===== config.mk =====
export PLATFORM = sky130hd
export DESIGN_NAME = snn_frame_loader
export DESIGN_NICKNAME = d
export VERILOG_FILES = /design/src/rtl/snn_frame_loader.sv
export SDC_FILE = /design/constraint.sdc
export NUM_CORES = 1
export LEC_CHECK = 0
export ABC_AREA = 1
export CAP_MARGIN = 10
export CORE_UTILIZATION = 45
export CTS_BUF_LIST = sky130_fd_sc_hd__clkbuf_16
export DETAILED_ROUTE_END_ITERATION = 10
export PLACE_DENSITY_LB_ADDON = 0.25
export SKIP_LAST_GASP = 1
export SLEW_MARGIN = 25
export SYNTH_ARGS = -nofsm -noshare
export SYNTH_HDL_FRONTEND = slang
export SYNTH_SLANG_ARGS = --single-unit

===== constraint.sdc =====
create_clock -name clk -period 1.8 [get_ports clk]
set_clock_uncertainty 0.05 [all_clocks]
set_input_delay 0.27 -clock clk [delete_from_list [all_inputs] [get_ports clk]]
set_output_delay 0.27 -clock clk [all_outputs]
set_load 0.05 [all_outputs]

===== src/rtl/snn_frame_loader.sv =====
// Streams a 98-byte image from the UART into the 784x1 input RAM, runs snn_core once, and returns the digit as ASCII. Each byte is written 1..8 cycles after acceptance.
// rx_clr_rdy is only raised in WAIT_BYTE, so the UART holds the byte otherwise. SEND stalls on tx_busy. Optional LOADER_TIMEOUT_EN drops stale partial frames.
module snn_frame_loader #(
   parameter int NUM_BYTES   = 98,
   parameter int ADDR_W      = 10,
   parameter int TIMEOUT_CYC = 500000
) (
   input  logic              clk,
   input  logic              rst_n,
   input  logic              rx_rdy,
   input  logic [7:0]        rx_data,
   output logic              rx_clr_rdy,
   output logic              ram_we,
   output logic [ADDR_W-1:0] ram_addr,
   output logic              ram_wdata,
   output logic              core_start,
   input  logic              core_done,
   input  logic [3:0]        core_digit,
   input  logic              tx_busy,
   output logic              tx_start,
   output logic [7:0]        tx_data,
   output logic [3:0]        result,
   output logic              frame_err
);

   localparam int BYTE_W = ADDR_W - 3;

   typedef enum logic [2:0] {
      WAIT_BYTE,
      UNPACK,
      START,
      WAIT_DONE,
      SEND
   } state_t;

   state_t            state;
   state_t            state_nxt;
   logic [BYTE_W-1:0] byte_cnt;
   logic [2:0]        bit_cnt;
   logic [7:0]        shreg;
   logic [3:0]        result_q;
   logic              accept;
   logic              last_bit;
   logic              last_byte;
   logic              timeout;

   assign accept    = (state == WAIT_BYTE) && rx_rdy;
   assign last_bit  = (bit_cnt == 3'd7);
   assign last_byte = (byte_cnt == BYTE_W'(NUM_BYTES - 1));

   always_ff @(posedge clk or negedge rst_n) begin
      if (!rst_n) begin
         state <= WAIT_BYTE;
      end else begin
         state <= state_nxt;
      end
   end

   always_comb begin
      state_nxt = state;
      case (state)
         WAIT_BYTE: begin
            if (accept) begin
               state_nxt = UNPACK;
            end
         end
         UNPACK: begin
            if (last_bit) begin
               state_nxt = last_byte ? START : WAIT_BYTE;
            end
         end
         START: begin
            state_nxt = WAIT_DONE;
         end
         WAIT_DONE: begin
            if (core_done) begin
               state_nxt = SEND;
            end
         end
         SEND: begin
            if (!tx_busy) begin
               state_nxt = WAIT_BYTE;
            end
         end
         default: begin
            state_nxt = WAIT_BYTE;
         end
      endcase
   end

   always_comb begin
      rx_clr_rdy = 1'b0;
      ram_we     = 1'b0;
      ram_addr   = '0;
      ram_wdata  = 1'b0;
      core_start = 1'b0;
      tx_start   = 1'b0;
      case (state)
         WAIT_BYTE: begin
            rx_clr_rdy = rx_rdy;
         end
         UNPACK: begin
            ram_we    = 1'b1;
            ram_addr  = {byte_cnt, bit_cnt};
            ram_wdata = shreg[bit_cnt];
         end
         START: begin
            core_start = 1'b1;
         end
         SEND: begin
            tx_start = !tx_busy;
         end
         default: begin
         end
      endcase
   end

   always_ff @(posedge clk or negedge rst_n) begin
      if (!rst_n) begin
         shreg   <= 8'h00;
         bit_cnt <= 3'd0;
      end else if (accept) begin
         shreg   <= rx_data;
         bit_cnt <= 3'd0;
      end else if (state == UNPACK) begin
         bit_cnt <= bit_cnt + 3'd1;
      end
   end

   // A timed-out partial frame restarts at byte 0; the RAM keeps its stale bits.
   always_ff @(posedge clk or negedge rst_n) begin
      if (!rst_n) begin
         byte_cnt <= '0;
      end else if (state == UNPACK && last_bit) begin
         byte_cnt <= last_byte ? '0 : byte_cnt + BYTE_W'(1);
      end else if (timeout) begin
         byte_cnt <= '0;
      end
   end

   always_ff @(posedge clk or negedge rst_n) begin
      if (!rst_n) begin
         result_q <= 4'h0;
      end else if (state == WAIT_DONE && core_done) begin
         result_q <= core_digit;
      end
   end

   assign result  = result_q;
   assign tx_data = {4'h3, result_q};

`ifdef LOADER_TIMEOUT_EN
   localparam int IDLE_W = (TIMEOUT_CYC > 2) ? $clog2(TIMEOUT_CYC) : 1;

   logic [IDLE_W-1:0] idle_cnt;
   logic              idle_run;

   assign idle_run = (state == WAIT_BYTE) && (byte_cnt != '0);
   // An arriving byte wins over an expiring counter in the same cycle.
   assign timeout  = idle_run && !rx_rdy && (idle_cnt == IDLE_W'(TIMEOUT_CYC - 1));

   always_ff @(posedge clk or negedge rst_n) begin
      if (!rst_n) begin
         idle_cnt <= '0;
      end else if (accept || timeout) begin
         idle_cnt <= '0;
      end else if (idle_run) begin
         idle_cnt <= idle_cnt + IDLE_W'(1);
      end
   end
`else
   logic unused_timeout;

   assign unused_timeout = ^TIMEOUT_CYC;
   assign timeout        = 1'b0;
`endif

   assign frame_err = timeout;

endmodule


# [After elaboration in Yosys (flattened, before gate mapping)]
# Index checks and enable logic that the tools add are counted.
[totals] out_inout_bits=28 regBits=25 ram_bits=0 in_bits=17 n_memories=0 latch_bits=0 word_cells=42 romBits=0
[op_classes] reduce_logical=7 mux=17 add_sub_neg=2 n_eq_ne=10 n_lt_le_gt_ge=1 bitwise=0 shifts=0 div_mod_pow=0 n_mul=0
[ops] op="3-bit 2-to-1 mux" n=6
[ops] op="3-bit one-hot mux with 5 select lines" n=1
[ops] op="10-bit 2-to-1 mux" n=1
[ops] op="2-bit != test (second input constant)" n=4
[ops] op="7-bit by 1-bit adder with 7-bit output (second input constant)" n=1
[ops] op="7-bit equality test (second input constant)" n=1
[ops] op="7-bit 2-to-1 mux" n=1
[ops] op="3-bit by 2-bit equality test with 1-bit output (second input constant)" n=2
[ops] op="3-bit equality test (second input constant)" n=2
[ops] op="1-bit 2-to-1 mux" n=6
[ops] op="3-bit by 4-bit < comparator with 1-bit output (second input constant)" n=1
[ops] op="4-bit AND reduction" n=1
[ops] op="3-bit by 1-bit adder with 3-bit output (second input constant)" n=1
[ops] op="1-bit binary-select mux with 3-bit select" n=1
[ops] op="3-bit by 1-bit equality test with 1-bit output (second input constant)" n=1
[ops] op="1-bit logical AND" n=3
[ops] op="3-bit zero test" n=1
[ops] op="2-bit 2-to-1 mux" n=1
[ops] op="2-bit nonzero test" n=1
[ops] op="1-bit zero test" n=1

# [Depth between registers and ports, before layout]
# Gate-level depths: netlist of run 1.
[logic_depth] depth_word=4 mapped_depth=8 ltp_nobuf=8

# [Worst setup path after synthesis of run 1]
# Ideal clock, no wire load.
[synth_timing] path_type="reg2out" start="register state[0]" end="output tx_start" t_arrival_ps=2019 setup_slack_ps=-539 required_ps=1480 path_stages_with_launch=2 cell_sequence="dfrtp_1 > nor4_1"
[synth_between] elab_chain_cells=2
[synth_lines] element="from (decl)" line_no="36" source="state_t state;"
[synth_lines] element="from (signal assigned)" line_no="55" source="state <= state_nxt;"
[synth_lines] element="3-bit equality test" line_no="98" source="case (state)"
[synth_lines] element="1-bit 2-to-1 mux" line_no="98"
[synth_lines] element="to (decl)" line_no="20" source="output logic tx_start,"
# Every way passes these cells.

# [Worst setup path after layout of run 1]
[layout_timing] start="register state[1]" end="output ram_addr[3]"
[layout_between] elab_chain_cells=2
[layout_lines] element="3-bit by 1-bit equality test with 1-bit output" line_no="98"
[layout_lines] element="10-bit 2-to-1 mux" line_no="98"
[layout_lines] element="to (decl)" line_no="14" source="output logic [ADDR_W-1:0] ram_addr,"
# Every way passes these cells.

==> run summary, run 1 <==
The xor and xnor fraction of the mapped netlist area came out at 0.006082. The part of the Yosys area used for sequential elements is 0.4344. The total cell area at the placement stage is 0.001984 mm^2. The simple-gate portion of the synthesized area came out at 0.3658.

The number of antenna violations at the first check in global routing came out at 0. After synthesis, the most frequently instantiated cells are 66 x sky130_fd_sc_hd__nand2_1, 25 x sky130_fd_sc_hd__dfrtp_1, 22 x sky130_fd_sc_hd__nor2_1, 15 x sky130_fd_sc_hd__inv_1, 13 x sky130_fd_sc_hd__nand3_1. The via count of the first global-routing pass is between 1,000 and 1,500. The number of DRC markers in iteration 0 came out at 72. The sequential cell area came out at 630.6 um^2. The root buffer cell chosen for the clock tree is sky130_fd_sc_hd__clkbuf_16. Of the available clock period, the critical path in the final layout requires 0.9879. The count of final hold-check violations is 0. The buffer levels on the longest clock path is 2. The share of flip-flops with an asynchronous set or reset after synthesis is 1.000. The row count came out at 20. The count of non-filler cells in the finished layout came out at 280. In this run, synthesis produced a sequential element count of 25. The layout has ~250 filler cells. The overall global routing resource usage is 0.2047. The time the final worst path needs with I/O delays and setup is 1.778 ns.

The worst setup path is captured at a primary output. The total area inside the core boundary comes to approximately 0.0031 mm^2. The worst hold path belongs to the class in2async. Among all flip-flop cells after synthesis, the most frequent one is sky130_fd_sc_hd__dfrtp_1. For this block, the routed nets add up to 3043 um of wire. The number of distinct library cells after synthesis is 26.

The global-route wire length before repair came out at 5354 um. The category of the critical setup timing path is reg2out. TritonCTS built the clock tree. Of the post-synthesis cell area, the dominant cell type holds 0.4344. The clock latency on the worst-skew pair came out at 0.26 ns.

The final layout net count is 258. The data required time at the worst endpoint is between 1 and 1.5 ns. The share of synthesized area spent on multiplexers came out at 0. After synthesis the cells add up to ~0.0014 mm^2. Summed over all instances, the cell type with the most area after synthesis is sky130_fd_sc_hd__dfrtp_1. The count of final setup violators came out at 0. The effective utilization at floorplan came out at 0.4717. For this run, the top clock speed supported by timing is 0.5623 GHz. Sorting the synthesized cells by area gives the leading types as sky130_fd_sc_hd__dfrtp_1 43%, sky130_fd_sc_hd__nand2_1 17%, sky130_fd_sc_hd__nor2_1 5.7%. Traced cell by cell, the critical path runs through inv_2 -> buf_4 -> nand3_2 -> nor2_1 -> buf_12. The number of clock buffers added by TritonCTS is 3. The total number of vias is around 1,300. The area share of fa/ha/maj cells after synthesis is 0.03475. The worst-case IR drop observed on VDD is 0.001070 V.

The number of synthesis warnings came out at 0. The endpoint arrival time on the critical path is 1.46 ns. The final weighted congestion of routability-driven global placement is about 0.9. Summing all non-filler instances in the final layout gives an area of 0.002127 mm^2.

The fraction of the mapped netlist area in compound gates is 0.04605. The H-tree depth reported by CTS came out at 1. The number of enable-type register cells in the synthesized netlist is 0.

The first detailed-routing pass ran for 4 iterations. The area growth from synthesis to layout came out at 47.70%. In the post-synthesis netlist, the cell with the most instances is sky130_fd_sc_hd__nand2_1. After synthesis, the largest family of logic cells by area is simple AND/OR/NAND/NOR gates. The total half-perimeter wirelength after legalization and detailed placement is 2175 um. The number of buffers inserted by hold repair at cts is 0. The slowest stage of the critical path is the sky130_fd_sc_hd__dfrtp_2 cell. For this design the ratio of total power to cell area is ~1200 mW/mm^2. The worst setup path is launched from a flop.

The per-cell routed wire length is 10.87 um. The run finished with clean final reports. In this run the remaining antenna-violating nets after routing total 0.

Across the run, the number of max-cap violations was 0. Setup repair after global routing could not meet its margin everywhere. The chip height is between 50 and 60 um.

The number of DRC violations after detailed routing is 0. The area used by multi-input combinational logic is 696.9 um^2. The total I/O pin count came out at 45. The largest net degree at the start of global routing is 26. The number of clock sinks is 25. The width of the die came out at 58.57 um.

The CTS clock-pin slew for the worst setup and hold paths is 0.06 ns. The final-report max-slew violation count came out at 0. The leakage power came out at about 1.0 nW. The worst stage delay on the critical path is 0.44 ns.

The mean area per synthesized cell came out at 7.580 um^2. The total die area is 0.003430 mm^2. The proportion of layout cells with a drive suffix above 1 came out at 0.2415. The average via count per standard cell came out at about 4.6. The cell count after synthesis came out at 190. In this run the worst path has a maximum fanout of 6. Summed over all layers, the global routing overflow is 0. The number of placed instances, taps included is ~270. The number of input and output port buffers inserted is 39. The repair_antennas step left the layout with diodes totalling 0.
-- metrics by stage --
stage / total power [mW] / utilization / hold slack, ns / worst slack, ns / TNS, ns
finish: 2.600 / 0.6967 / 0.3244 / 0.02172 / 0
global route: 2.785 / 0.6967 / 0.3582 / -0.03108 / -0.1367
CTS: 2.608 / 0.6951 / 0.3440 / 0.008306 / 0
detailed placement: 2.067 / 0.6500 / 0.4103 / 0.1864 / 0
global placement: 2.053 / 0.6500 / 0.4089 / 0.2290 / 0
floorplan: 1.600 / - / -0.07559 / -0.005980 / -0.05382
-- layout make-up --
class / instances / share of cell area
multi-input combinational: 140 / 0.3276
sequential: 25 / 0.2965
timing repair buffer: 48 / 0.2765
inverter: 19 / 0.03588
clock buffer: 3 / 0.03529
tap: 44 / 0.02588
clock inverter: 1 / 0.002353
-- worst max-delay path: cells and delay by family (launching register included) --
kind | cells | cell delay (ns)
and+or+nand+nor | 2 | 0.37
buffers and inverters | 3 | 0.38
DFF | 1 | 0.44
-- metal layers --
metal | GRT usage | part of all wire | vias up
met5 | 0 | 0 | -
met2 | 0.3317 | 0.47 | 40
li1 | - | - | 678
met3 | 0.04835 | 0.043 | 6
met1 | 0.2699 | 0.47 | 569
met4 | 0.07143 | 0.014 | 0
-- power by group --
part,total (mW),internal (mW),switching [mW],leakage (nW)
Sequential,0.859,0.716,0.144,0.324
Combinational,1.25,0.523,0.724,0.674
Clock,0.494,0.299,0.195,0.0409
Total,2.60,1.54,1.06,1.04
-- cells by family (layout without fill, tap and decap cells) --
group	count (synthesis)	after routing
and+or+nand+nor	116	117
adders and majority gates	4	4
AOI/OAI and AO/OA	13	13
xor gates and xnor gates	1	1
DFF	25	25
buffers and inverters	29	71
other	2	5
-- sequential cells by signal, indices dropped and copies added, names as in the netlist --
signal    count
bit_cnt       3
state         3
result        4
byte_cnt      7
shreg         8
-- final timing paths --
check                          from           to  slack [ns]  cells after the start
min reg2reg                shreg[6]     shreg[6]        0.43                      2
max in group asynchronous     rst_n   bit_cnt[0]        1.11                      2
min in group clk           shreg[6]     shreg[6]        0.43                      2
max reg2reg                state[1]  byte_cnt[4]        0.25                      7
min                           rst_n  byte_cnt[4]        0.32                      2
max                        state[1]  ram_addr[3]        0.02                      5
-- cells in the final DEF (no fill, tap or decap) --
cell type | Yosys | layout
sky130_fd_sc_hd__buf_4 | 9 | 17
sky130_fd_sc_hd__o21ai_0 | 4 | 4
sky130_fd_sc_hd__clkdlybuf4s50_1 | 0 | 16
sky130_fd_sc_hd__ha_1 | 4 | 4
sky130_fd_sc_hd__nor3_1 | 1 | 1
sky130_fd_sc_hd__o22ai_1 | 1 | 1
sky130_fd_sc_hd__xor2_1 | 1 | 1
sky130_fd_sc_hd__nor2_4 | 2 | 3
sky130_fd_sc_hd__buf_12 | 0 | 15
sky130_fd_sc_hd__clkbuf_16 | 0 | 3
sky130_fd_sc_hd__nand2_4 | 1 | 1
sky130_fd_sc_hd__dfrtp_1 | 25 | 21
sky130_fd_sc_hd__nand2_2 | 1 | 1
sky130_fd_sc_hd__nor2_2 | 1 | 2
sky130_fd_sc_hd__a21oi_1 | 2 | 2
sky130_fd_sc_hd__nand3_1 | 13 | 13
sky130_fd_sc_hd__inv_2 | 2 | 3
sky130_fd_sc_hd__dfrtp_2 | 0 | 4
sky130_fd_sc_hd__nand3_2 | 0 | 1
sky130_fd_sc_hd__conb_1 | 2 | 5
sky130_fd_sc_hd__nor4_2 | 0 | 1
sky130_fd_sc_hd__nand4_1 | 4 | 4
sky130_fd_sc_hd__nand3_4 | 2 | 2
sky130_fd_sc_hd__clkinv_2 | 0 | 1
sky130_fd_sc_hd__inv_1 | 15 | 14
sky130_fd_sc_hd__or2_2 | 1 | 1
sky130_fd_sc_hd__nand2_1 | 66 | 66
sky130_fd_sc_hd__nand3b_1 | 1 | 1
sky130_fd_sc_hd__inv_4 | 2 | 2
sky130_fd_sc_hd__o21ai_1 | 6 | 6
sky130_fd_sc_hd__nor2_1 | 22 | 20
-- repair_timing --
action                     in CTS  in global routing
resized for setup               2                  4
hold endpoints to repair        0                  0
setup buffers                   6                  0
setup endpoints to repair       9                  6
cloned                          1                  0
pin swaps                       2                  1
Note: power is estimated with default switching activity, not from simulation.
==> run 2: changes to the inputs <==
CAP_MARGIN = not set   (was 10)
==> results of run 2 <==
No change in the layout: final DEF, timing and power equal those of run 1.
